--- src/rtl/l1a_mailbox_pkg.sv ---
// Shared definitions for the BBC host mailbox.
// Holds the register offsets inside the 4-byte host window, the STATUS and
// CTRL bit positions, the value returned for empty/unused reads and a helper
// that assembles the STATUS byte.
package l1a_mailbox_pkg;

  typedef enum logic [1:0] {
    REG_STATUS = 2'd0,
    REG_DATA   = 2'd1,
    REG_CTRL   = 2'd2,
    REG_RSVD   = 2'd3
  } reg_off_e;

  localparam int ST_RX_NONEMPTY = 0;
  localparam int ST_TX_NOTFULL  = 1;
  localparam int ST_TX_OVERFLOW = 2;
  localparam int ST_IRQ_PENDING = 7;

  localparam int CTRL_IRQ_EN   = 0;
  localparam int CTRL_TX_FLUSH = 1;

  localparam logic [7:0] EMPTY_READ = 8'h00;

  function automatic logic [7:0] status_byte(input logic rx_nonempty,
                                             input logic tx_notfull,
                                             input logic tx_overflow,
                                             input logic irq_pending);
    logic [7:0] s;
    s                 = 8'h00;
    s[ST_RX_NONEMPTY] = rx_nonempty;
    s[ST_TX_NOTFULL]  = tx_notfull;
    s[ST_TX_OVERFLOW] = tx_overflow;
    s[ST_IRQ_PENDING] = irq_pending;
    return s;
  endfunction

  function automatic logic [7:0] ctrl_byte(input logic irq_en);
    logic [7:0] c;
    c              = 8'h00;
    c[CTRL_IRQ_EN] = irq_en;
    return c;
  endfunction

endpackage

--- src/rtl/l1a_sync_fifo.sv ---
// Synchronous first-word-fall-through FIFO.
// Ports:
//   clk, rst         clock, asynchronous active-high reset (pointers/count)
//   push, push_data  write request; refused when full at start of cycle
//   pop              read request; ignored when empty
//   flush            empties the FIFO; overrides push and pop that cycle
//   head             oldest entry, valid whenever empty is low
//   full, empty      occupancy flags
//   count            number of stored entries (clog2(DEPTH)+1 bits)
module l1a_sync_fifo #(
  parameter int DATA_W = 8,
  parameter int DEPTH  = 8
) (
  input  logic                     clk,
  input  logic                     rst,
  input  logic                     push,
  input  logic [DATA_W-1:0]        push_data,
  input  logic                     pop,
  input  logic                     flush,
  output logic [DATA_W-1:0]        head,
  output logic                     full,
  output logic                     empty,
  output logic [$clog2(DEPTH):0]   count
);

  localparam int PTR_W = $clog2(DEPTH);
  localparam int CNT_W = PTR_W + 1;

  logic [DATA_W-1:0] mem [DEPTH];
  logic [PTR_W-1:0]  wr_ptr;
  logic [PTR_W-1:0]  rd_ptr;
  logic              push_ok;
  logic              pop_ok;

  assign full    = (count == CNT_W'(DEPTH));
  assign empty   = (count == '0);
  // Flags are those at the start of the cycle, so a push into a full FIFO is
  // refused even when a pop frees a slot on the same edge.
  assign push_ok = push & ~full & ~flush;
  assign pop_ok  = pop & ~empty & ~flush;
  assign head    = mem[rd_ptr];

  always_ff @(posedge clk or posedge rst) begin
    if (rst) begin
      wr_ptr <= '0;
      rd_ptr <= '0;
      count  <= '0;
    end else if (flush) begin
      wr_ptr <= '0;
      rd_ptr <= '0;
      count  <= '0;
    end else begin
      if (push_ok) wr_ptr <= wr_ptr + PTR_W'(1);
      if (pop_ok)  rd_ptr <= rd_ptr + PTR_W'(1);
      case ({push_ok, pop_ok})
        2'b10:   count <= count + CNT_W'(1);
        2'b01:   count <= count - CNT_W'(1);
        default: count <= count;
      endcase
    end
  end

  // Storage carries data only and needs no reset.
  always_ff @(posedge clk) begin
    if (push_ok) mem[wr_ptr] <= push_data;
  end

endmodule

--- src/rtl/bbc_host_mailbox.sv ---
// BBC host-bus mailbox: a 4-byte register window on the 6502-style host bus
// bridging two byte FIFOs to an accelerator stream interface.
// Ports:
//   bbc_ck8, rst              8 MHz clock, asynchronous active-high reset
//   phi0                      host bus phase (2 cycles high, 2 low)
//   bbc_addr, bbc_rdnw        host address and direction, sampled at phi0 rise
//   bbc_data_in               host write data, captured while phi0 high
//   bbc_data_out, bbc_data_oe host read data and its drive enable
//   irqb                      active-low interrupt (irq_en & rx_nonempty)
//   tx_data/valid/ready       host-written bytes toward the accelerator
//   rx_data/valid/ready       accelerator bytes readable by the host
module bbc_host_mailbox
  import l1a_mailbox_pkg::*;
#(
  parameter logic [15:0] BASE_ADDR  = 16'hFEE0,
  parameter int          FIFO_DEPTH = 8
) (
  input  logic        bbc_ck8,
  input  logic        rst,
  input  logic        phi0,
  input  logic [15:0] bbc_addr,
  input  logic        bbc_rdnw,
  input  logic [7:0]  bbc_data_in,
  output logic [7:0]  bbc_data_out,
  output logic        bbc_data_oe,
  output logic        irqb,
  output logic [7:0]  tx_data,
  output logic        tx_valid,
  input  logic        tx_ready,
  input  logic [7:0]  rx_data,
  input  logic        rx_valid,
  output logic        rx_ready
);

  localparam int CNT_W = $clog2(FIFO_DEPTH) + 1;

  logic             phi0_q;
  logic             armed;
  logic             active;
  reg_off_e         acc_off;
  logic             acc_rdnw;
  logic [7:0]       wdata;
  logic             irq_en;
  logic             tx_overflow;

  logic             rise;
  logic             fall;
  logic             addr_hit;
  logic             commit;
  logic [7:0]       rd_val;

  logic [7:0]       rx_head;
  logic             rx_full;
  logic             rx_empty;
  logic [CNT_W-1:0] rx_count;
  logic             tx_full;
  logic             tx_empty;
  logic [CNT_W-1:0] tx_count;

  logic             rx_nonempty;
  logic             tx_notfull;
  logic             irq_pending;
  logic             host_pop;
  logic             host_push;
  logic             ctrl_wr;
  logic             tx_flush;
  logic             status_rd;
  logic             ovf_set;
  logic             tx_pop;

  // armed stays low after reset until phi0 has been seen low, so a phase
  // already high at reset release is not mistaken for a fresh rise.
  assign rise     = phi0 & ~phi0_q & armed;
  assign fall     = ~phi0 & phi0_q;
  assign addr_hit = rise & (bbc_addr[15:2] == BASE_ADDR[15:2]);
  assign commit   = fall & active;

  assign rx_nonempty = (rx_count != '0);
  assign tx_notfull  = (tx_count != CNT_W'(FIFO_DEPTH));
  assign irq_pending = irq_en & rx_nonempty;

  assign host_pop  = commit &  acc_rdnw & (acc_off == REG_DATA);
  assign host_push = commit & ~acc_rdnw & (acc_off == REG_DATA);
  assign ctrl_wr   = commit & ~acc_rdnw & (acc_off == REG_CTRL);
  assign status_rd = commit &  acc_rdnw & (acc_off == REG_STATUS);
  assign tx_flush  = ctrl_wr & wdata[CTRL_TX_FLUSH];
  assign ovf_set   = host_push & tx_full;

  assign rx_ready = ~rx_full;
  assign tx_valid = ~tx_empty;
  assign tx_pop   = tx_valid & tx_ready;

  // Read value is chosen from state at the rise cycle; a pop committed later
  // in the same access does not disturb the byte already presented.
  always_comb begin
    rd_val = EMPTY_READ;
    case (reg_off_e'(bbc_addr[1:0]))
      REG_STATUS: rd_val = status_byte(rx_nonempty, tx_notfull, tx_overflow, irq_pending);
      REG_DATA:   rd_val = rx_empty ? EMPTY_READ : rx_head;
      REG_CTRL:   rd_val = ctrl_byte(irq_en);
      default:    rd_val = EMPTY_READ;
    endcase
  end

  // Bus phase tracking, access decode and register commit
  always_ff @(posedge bbc_ck8 or posedge rst) begin
    if (rst) begin
      phi0_q       <= 1'b0;
      armed        <= 1'b0;
      active       <= 1'b0;
      acc_off      <= REG_STATUS;
      acc_rdnw     <= 1'b1;
      irq_en       <= 1'b0;
      tx_overflow  <= 1'b0;
      bbc_data_out <= EMPTY_READ;
      bbc_data_oe  <= 1'b0;
      irqb         <= 1'b1;
    end else begin
      phi0_q <= phi0;
      armed  <= armed | ~phi0;

      if (rise) begin
        active <= addr_hit;
        if (addr_hit) begin
          acc_off  <= reg_off_e'(bbc_addr[1:0]);
          acc_rdnw <= bbc_rdnw;
          if (bbc_rdnw) begin
            bbc_data_out <= rd_val;
            bbc_data_oe  <= 1'b1;
          end
        end
      end else if (fall) begin
        active      <= 1'b0;
        bbc_data_oe <= 1'b0;
      end

      if (ctrl_wr) irq_en <= wdata[CTRL_IRQ_EN];

      // A new overflow wins over the clear-on-read.
      if (ovf_set)        tx_overflow <= 1'b1;
      else if (status_rd) tx_overflow <= 1'b0;

      irqb <= ~irq_pending;
    end
  end

  // Write data follows the bus while phi0 is high; the last value captured
  // before the fall is the one committed.
  always_ff @(posedge bbc_ck8) begin
    if (phi0 & ((addr_hit & ~bbc_rdnw) | (active & ~acc_rdnw)))
      wdata <= bbc_data_in;
  end

  l1a_sync_fifo #(
    .DATA_W (8),
    .DEPTH  (FIFO_DEPTH)
  ) u_rx_fifo (
    .clk       (bbc_ck8),
    .rst       (rst),
    .push      (rx_valid & rx_ready),
    .push_data (rx_data),
    .pop       (host_pop),
    .flush     (1'b0),
    .head      (rx_head),
    .full      (rx_full),
    .empty     (rx_empty),
    .count     (rx_count)
  );

  l1a_sync_fifo #(
    .DATA_W (8),
    .DEPTH  (FIFO_DEPTH)
  ) u_tx_fifo (
    .clk       (bbc_ck8),
    .rst       (rst),
    .push      (host_push),
    .push_data (wdata),
    .pop       (tx_pop),
    .flush     (tx_flush),
    .head      (tx_data),
    .full      (tx_full),
    .empty     (tx_empty),
    .count     (tx_count)
  );

endmodule

--- config.mk ---
export PLATFORM = sky130hd
export DESIGN_NAME = bbc_host_mailbox
export DESIGN_NICKNAME = d
export VERILOG_FILES = /design/src/rtl/l1a_mailbox_pkg.sv /design/src/rtl/l1a_sync_fifo.sv /design/src/rtl/bbc_host_mailbox.sv
export SDC_FILE = /design/constraint.sdc
export NUM_CORES = 1
export LEC_CHECK = 0
export CORE_MARGIN = 8
export CORE_UTILIZATION = 45
export CTS_CLUSTER_DIAMETER = 120
export DETAILED_ROUTE_END_ITERATION = 10
export GPL_TIMING_DRIVEN = 1
export PLACE_DENSITY = 0.63
export SLEW_MARGIN = 20
export SYNTH_ARGS = -nofsm -noshare
export SYNTH_HDL_FRONTEND = slang
export SYNTH_HIERARCHICAL = 1
export SYNTH_SLANG_ARGS = --single-unit
--- constraint.sdc ---
create_clock -name bbc_ck8 -period 9.37 [get_ports bbc_ck8]
set_input_delay 1.874 -clock bbc_ck8 [delete_from_list [all_inputs] [get_ports bbc_ck8]]
set_output_delay 1.874 -clock bbc_ck8 [all_outputs]
set_load 0.1 [all_outputs]
==> results <==
- Fill cells in the final layout number 1361.
- The pre-antenna-repair detailed-routing pass consisted of 6 iterations.
- In this run, post-CTS hold repair placed 0 buffers.
- STA classifies the critical path endpoint as an output pin.
- OpenSTA, run right after detailed placement, puts the worst setup slack at 4.26 ns.
- The sum of negative setup slack is 0 ns.
- The startpoint-to-endpoint class of the critical path is reg2out.
- The top-level port count is 58.
- For this run, asynchronously set or reset flops after synthesis account for 21.8%.
- The count of flip-flops with a built-in enable after synthesis is roughly 140.
- The final critical path takes up approximately 52% of the cycle.
- Global routing consumed, over all layers together, 14.7% of the routing resources.
- The worst clock skew is around 0.014 ns.
- The final cell utilization of the core is between 50% and 60%.
- The first-pass GRT wire length is 22500 um.
- Clock tree synthesis inserted a total of 17 buffers.
- The startpoint class of the critical path is a register.
- The repair_antennas step left the layout with diodes totalling 0.
- The floorplan step set the die width to about 140 um.
- Across the VDD grid, the largest voltage drop is 0.238 mV.
- The flop-to-flop setup slack is about 6 ns.
- The max-capacitance violation count is 0.
- The post-CTS clock slew at the launch and capture registers of the worst setup and hold paths is 0.06 ns.
- The count of nets after finishing is 557.
- The floorplan has between 40 and 50 rows.
- The static leakage power is 3.13 nW.
- TritonCTS built the clock tree.
- The count of synthesis-stage warnings from yosys is 6.
- The master cell of the clock root buffer is sky130_fd_sc_hd__clkbuf_16.
- The clock latency on the worst-skew pair is ~0.43 ns.
- Setup repair after global routing left no endpoint under its margin.
- After synthesis the netlist holds a flip-flop and latch count of 174.
- Of the cells placed in the final design, the portion with a size suffix greater than 1 is about 20%.
- Measured along the y axis, the die boundary spans 145 um.
- The fmax is approximately 200 MHz.
- The critical path crosses 3 cells after its start point.
- The sequential element share of the synthesized area is 67.8%.
- After detailed routing, the total wire length is 14400 um.
- The number of buffer and inverter instances along the worst setup path is 1.
- The worst register-to-register path has a depth of 6.
- Dividing the detail-routed wire length by the instance count gives 19.4 um.
- The total placed cells including tap cells is between 700 and 800.
- The total DRC errors in the routed layout is 0.
- The path type of the worst min-delay path is reg2reg.
- Counting every instance in the synthesized netlist gives 441.
- The kind of cell with the highest combined delay on the critical path is buffers and inverters.
- Power spread over the standard cell area amounts to around 240 mW/mm2.
- In the routed layout, each cell is associated on average with a via count of 5.36.
- In this run the remaining antenna-violating nets after routing total 0.
- Once the clock tree was built, the setup fixing pass inserted 0 buffers.
- The critical path goes through mux4_2 > mux2_2 > clkdlybuf4s50_1.
- The synthesized cell area is about 0.0074 mm2.
- In this run the tool buffered the top-level ports with 57 buffer cells.
- The transition time at the pin with the least slew margin is around 1.0 ns.
- Along the worst hold path, the cell count comes to 1.
- The number of global-route vias before repair is slightly above 4000.
- Along the worst path, the maximum fanout reaches 18.
- The slowest stage of the critical path belongs to the cell sky130_fd_sc_hd__clkdlybuf4s50_1.
- The max-slew violation count was 0.
- The number of different library cells used by synthesis comes to 55.
- The detailed-route via count is 3969.
- The number of sinks handled by clock tree synthesis is 174.
- The overflow left after global routing is 0.
- The average cell area after synthesis is 16.9 um2.
- The number of failing hold endpoints at the final stage came to 0.
- The HPWL after detailed placement is 9840 um.
- Once the floorplan was initialized, standard cells occupied 45.5% of the core.
- The DRC marker count from the first detailed-route iteration is between 200 and 300.
- The critical path required time is around 7.5 ns.
- Setup violations remaining at the end of the flow were counted as 0.
- In this run the deepest clock path goes through 2 buffers.
- The number of cells in the finished layout apart from fillers is 741.
- The clock period could shrink to between 4 and 5 ns.
- The clock tree synthesis step divided the H-tree into 4 levels.
- Measured against its own limit, the worst slew margin works out to 32.0%.
- For this run, the leading register cell type out of synthesis is sky130_fd_sc_hd__edfxtp_1.
- The floorplan core area is 0.0163 mm2.
- The area of the die is 0.0209 mm2.
- The global placement routability congestion is 0.761.
- Data arrives at the worst endpoint at 3.04 ns.
- For this run, the slowest stage of the critical path takes 0.97 ns.
- The largest net degree at the start of global routing is 19.
- The number of gates resized after CTS is 0.
- The run finished with clean final reports.
- The final worst-path setup slack is 4.45 ns.
- Compared with the post-synthesis result, the final layout area differs by 18.7%.
- The initial antenna violation count is 0.
[Yosys cell counts, drive strengths merged (3+ instances only)]
master,instances,area [um2]
nor4,4,25.0
nand2,19,71.3
o21ai,6,30.0
nand3b,3,22.5
nand4b,3,26.3
nand3,7,57.6
mux2,22,251
inv,16,60.1
nor2,33,124
nor3,8,51.3
xor2,6,52.6
clkbuf,8,30.0
nor2b,6,37.5
xnor2,6,52.6
nor3b,5,37.5
dfrtp,36,901
a211oi,6,55.1
mux2i,12,120
or4b,4,43.8
mux4,32,721
edfxtp,136,4080
ha,8,100
nand2b,7,43.8
buf,10,60.1
a21oi,10,57.6
[cell families after synthesis]
kind of cell               after synthesis  share of synthesized area (%)
xor gates and xnor gates                12                           1.41
and+or+nand+nor                        110                           8.36
buffers and inverters                   34                           2.02
adders and majority gates               10                           1.88
other                                    1                         0.0504
AOI/OAI and AO/OA                       34                           3.82
DFF                                    174                           67.8
muxes                                   66                           14.7
[where the power goes]
| group | total (mW) | switching (mW) | internal, mW |
|---|---|---|---|
| combinational | 0.515 | 0.313 | 0.202 |
| sequential | 0.932 | 0.0815 | 0.851 |
| clock | 0.665 | 0.296 | 0.369 |
[per-stage QoR]
stage                     power [mW]  hold WS, ns  area (um2)
final                           2.11        0.479        8820
after global routing            2.20        0.518        8820
after CTS                       2.14        0.485        8820
after detailed placement        1.47        0.463        8260
after global placement          1.46        0.462        8250
after floorplan                 1.35        0.409        7450
[layout by cell type (no fill, tap or decap), drive strengths merged, types with 8 or more instances in the layout]
cell type / instances
inv: 19
edfxtp: 136
mux2i: 12
dfrtp: 36
nor3: 8
clkdlybuf4s50: 57
clkbuf: 17
nor2: 33
clkinv: 8
a21oi: 10
nand2: 19
mux4: 32
mux2: 22
ha: 8
[final timing paths]
kind / from / endpoint
setup / recovery: u_tx_fifo/rd_ptr[0] / tx_data[2]
setup reg to reg: u_rx_fifo/count[0] / u_rx_fifo/mem[4][7]
min in group asynchronous: rst / u_rx_fifo/wr_ptr[0]
hold reg to reg: irq_en / irqb
max in group asynchronous: rst / bbc_data_out[1]
hold / removal: irq_en / irqb
[layout make-up]
| cell class | count | area [um2] | area share (%) |
|---|---|---|---|
| clock inverters | 14 | 139 | 1.57 |
| well taps | 220 | 275 | 3.12 |
| flip-flops and latches | 174 | 5040 | 57.1 |
| clock buffers | 17 | 425 | 4.82 |
| multi-input cells | 238 | 2280 | 25.8 |
| inverters | 16 | 60.1 | 0.681 |
| repair buffers | 62 | 608 | 6.89 |
[routing by layer]
layer  vias up  part of all wire, %  GRT usage, %
met5         -                    0             0
met4         0                  1.3          5.81
met3        16                  3.5          4.23
met2        67                   53          24.6
met1      2051                   42          17.6
li1       1835                    -             -
[sequential cells by signal, indices dropped and copies added (netlist names), 2 cells and up]
name	flops
bbc_data_out	8
u_tx_fifo/rd_ptr	3
wdata	8
acc_off	2
u_rx_fifo/count	4
u_rx_fifo/wr_ptr	3
u_tx_fifo/wr_ptr	3
u_rx_fifo/rd_ptr	3
u_tx_fifo/count	4
u_tx_fifo/mem	64
u_rx_fifo/mem	64
(Power assumes the default switching activity.)
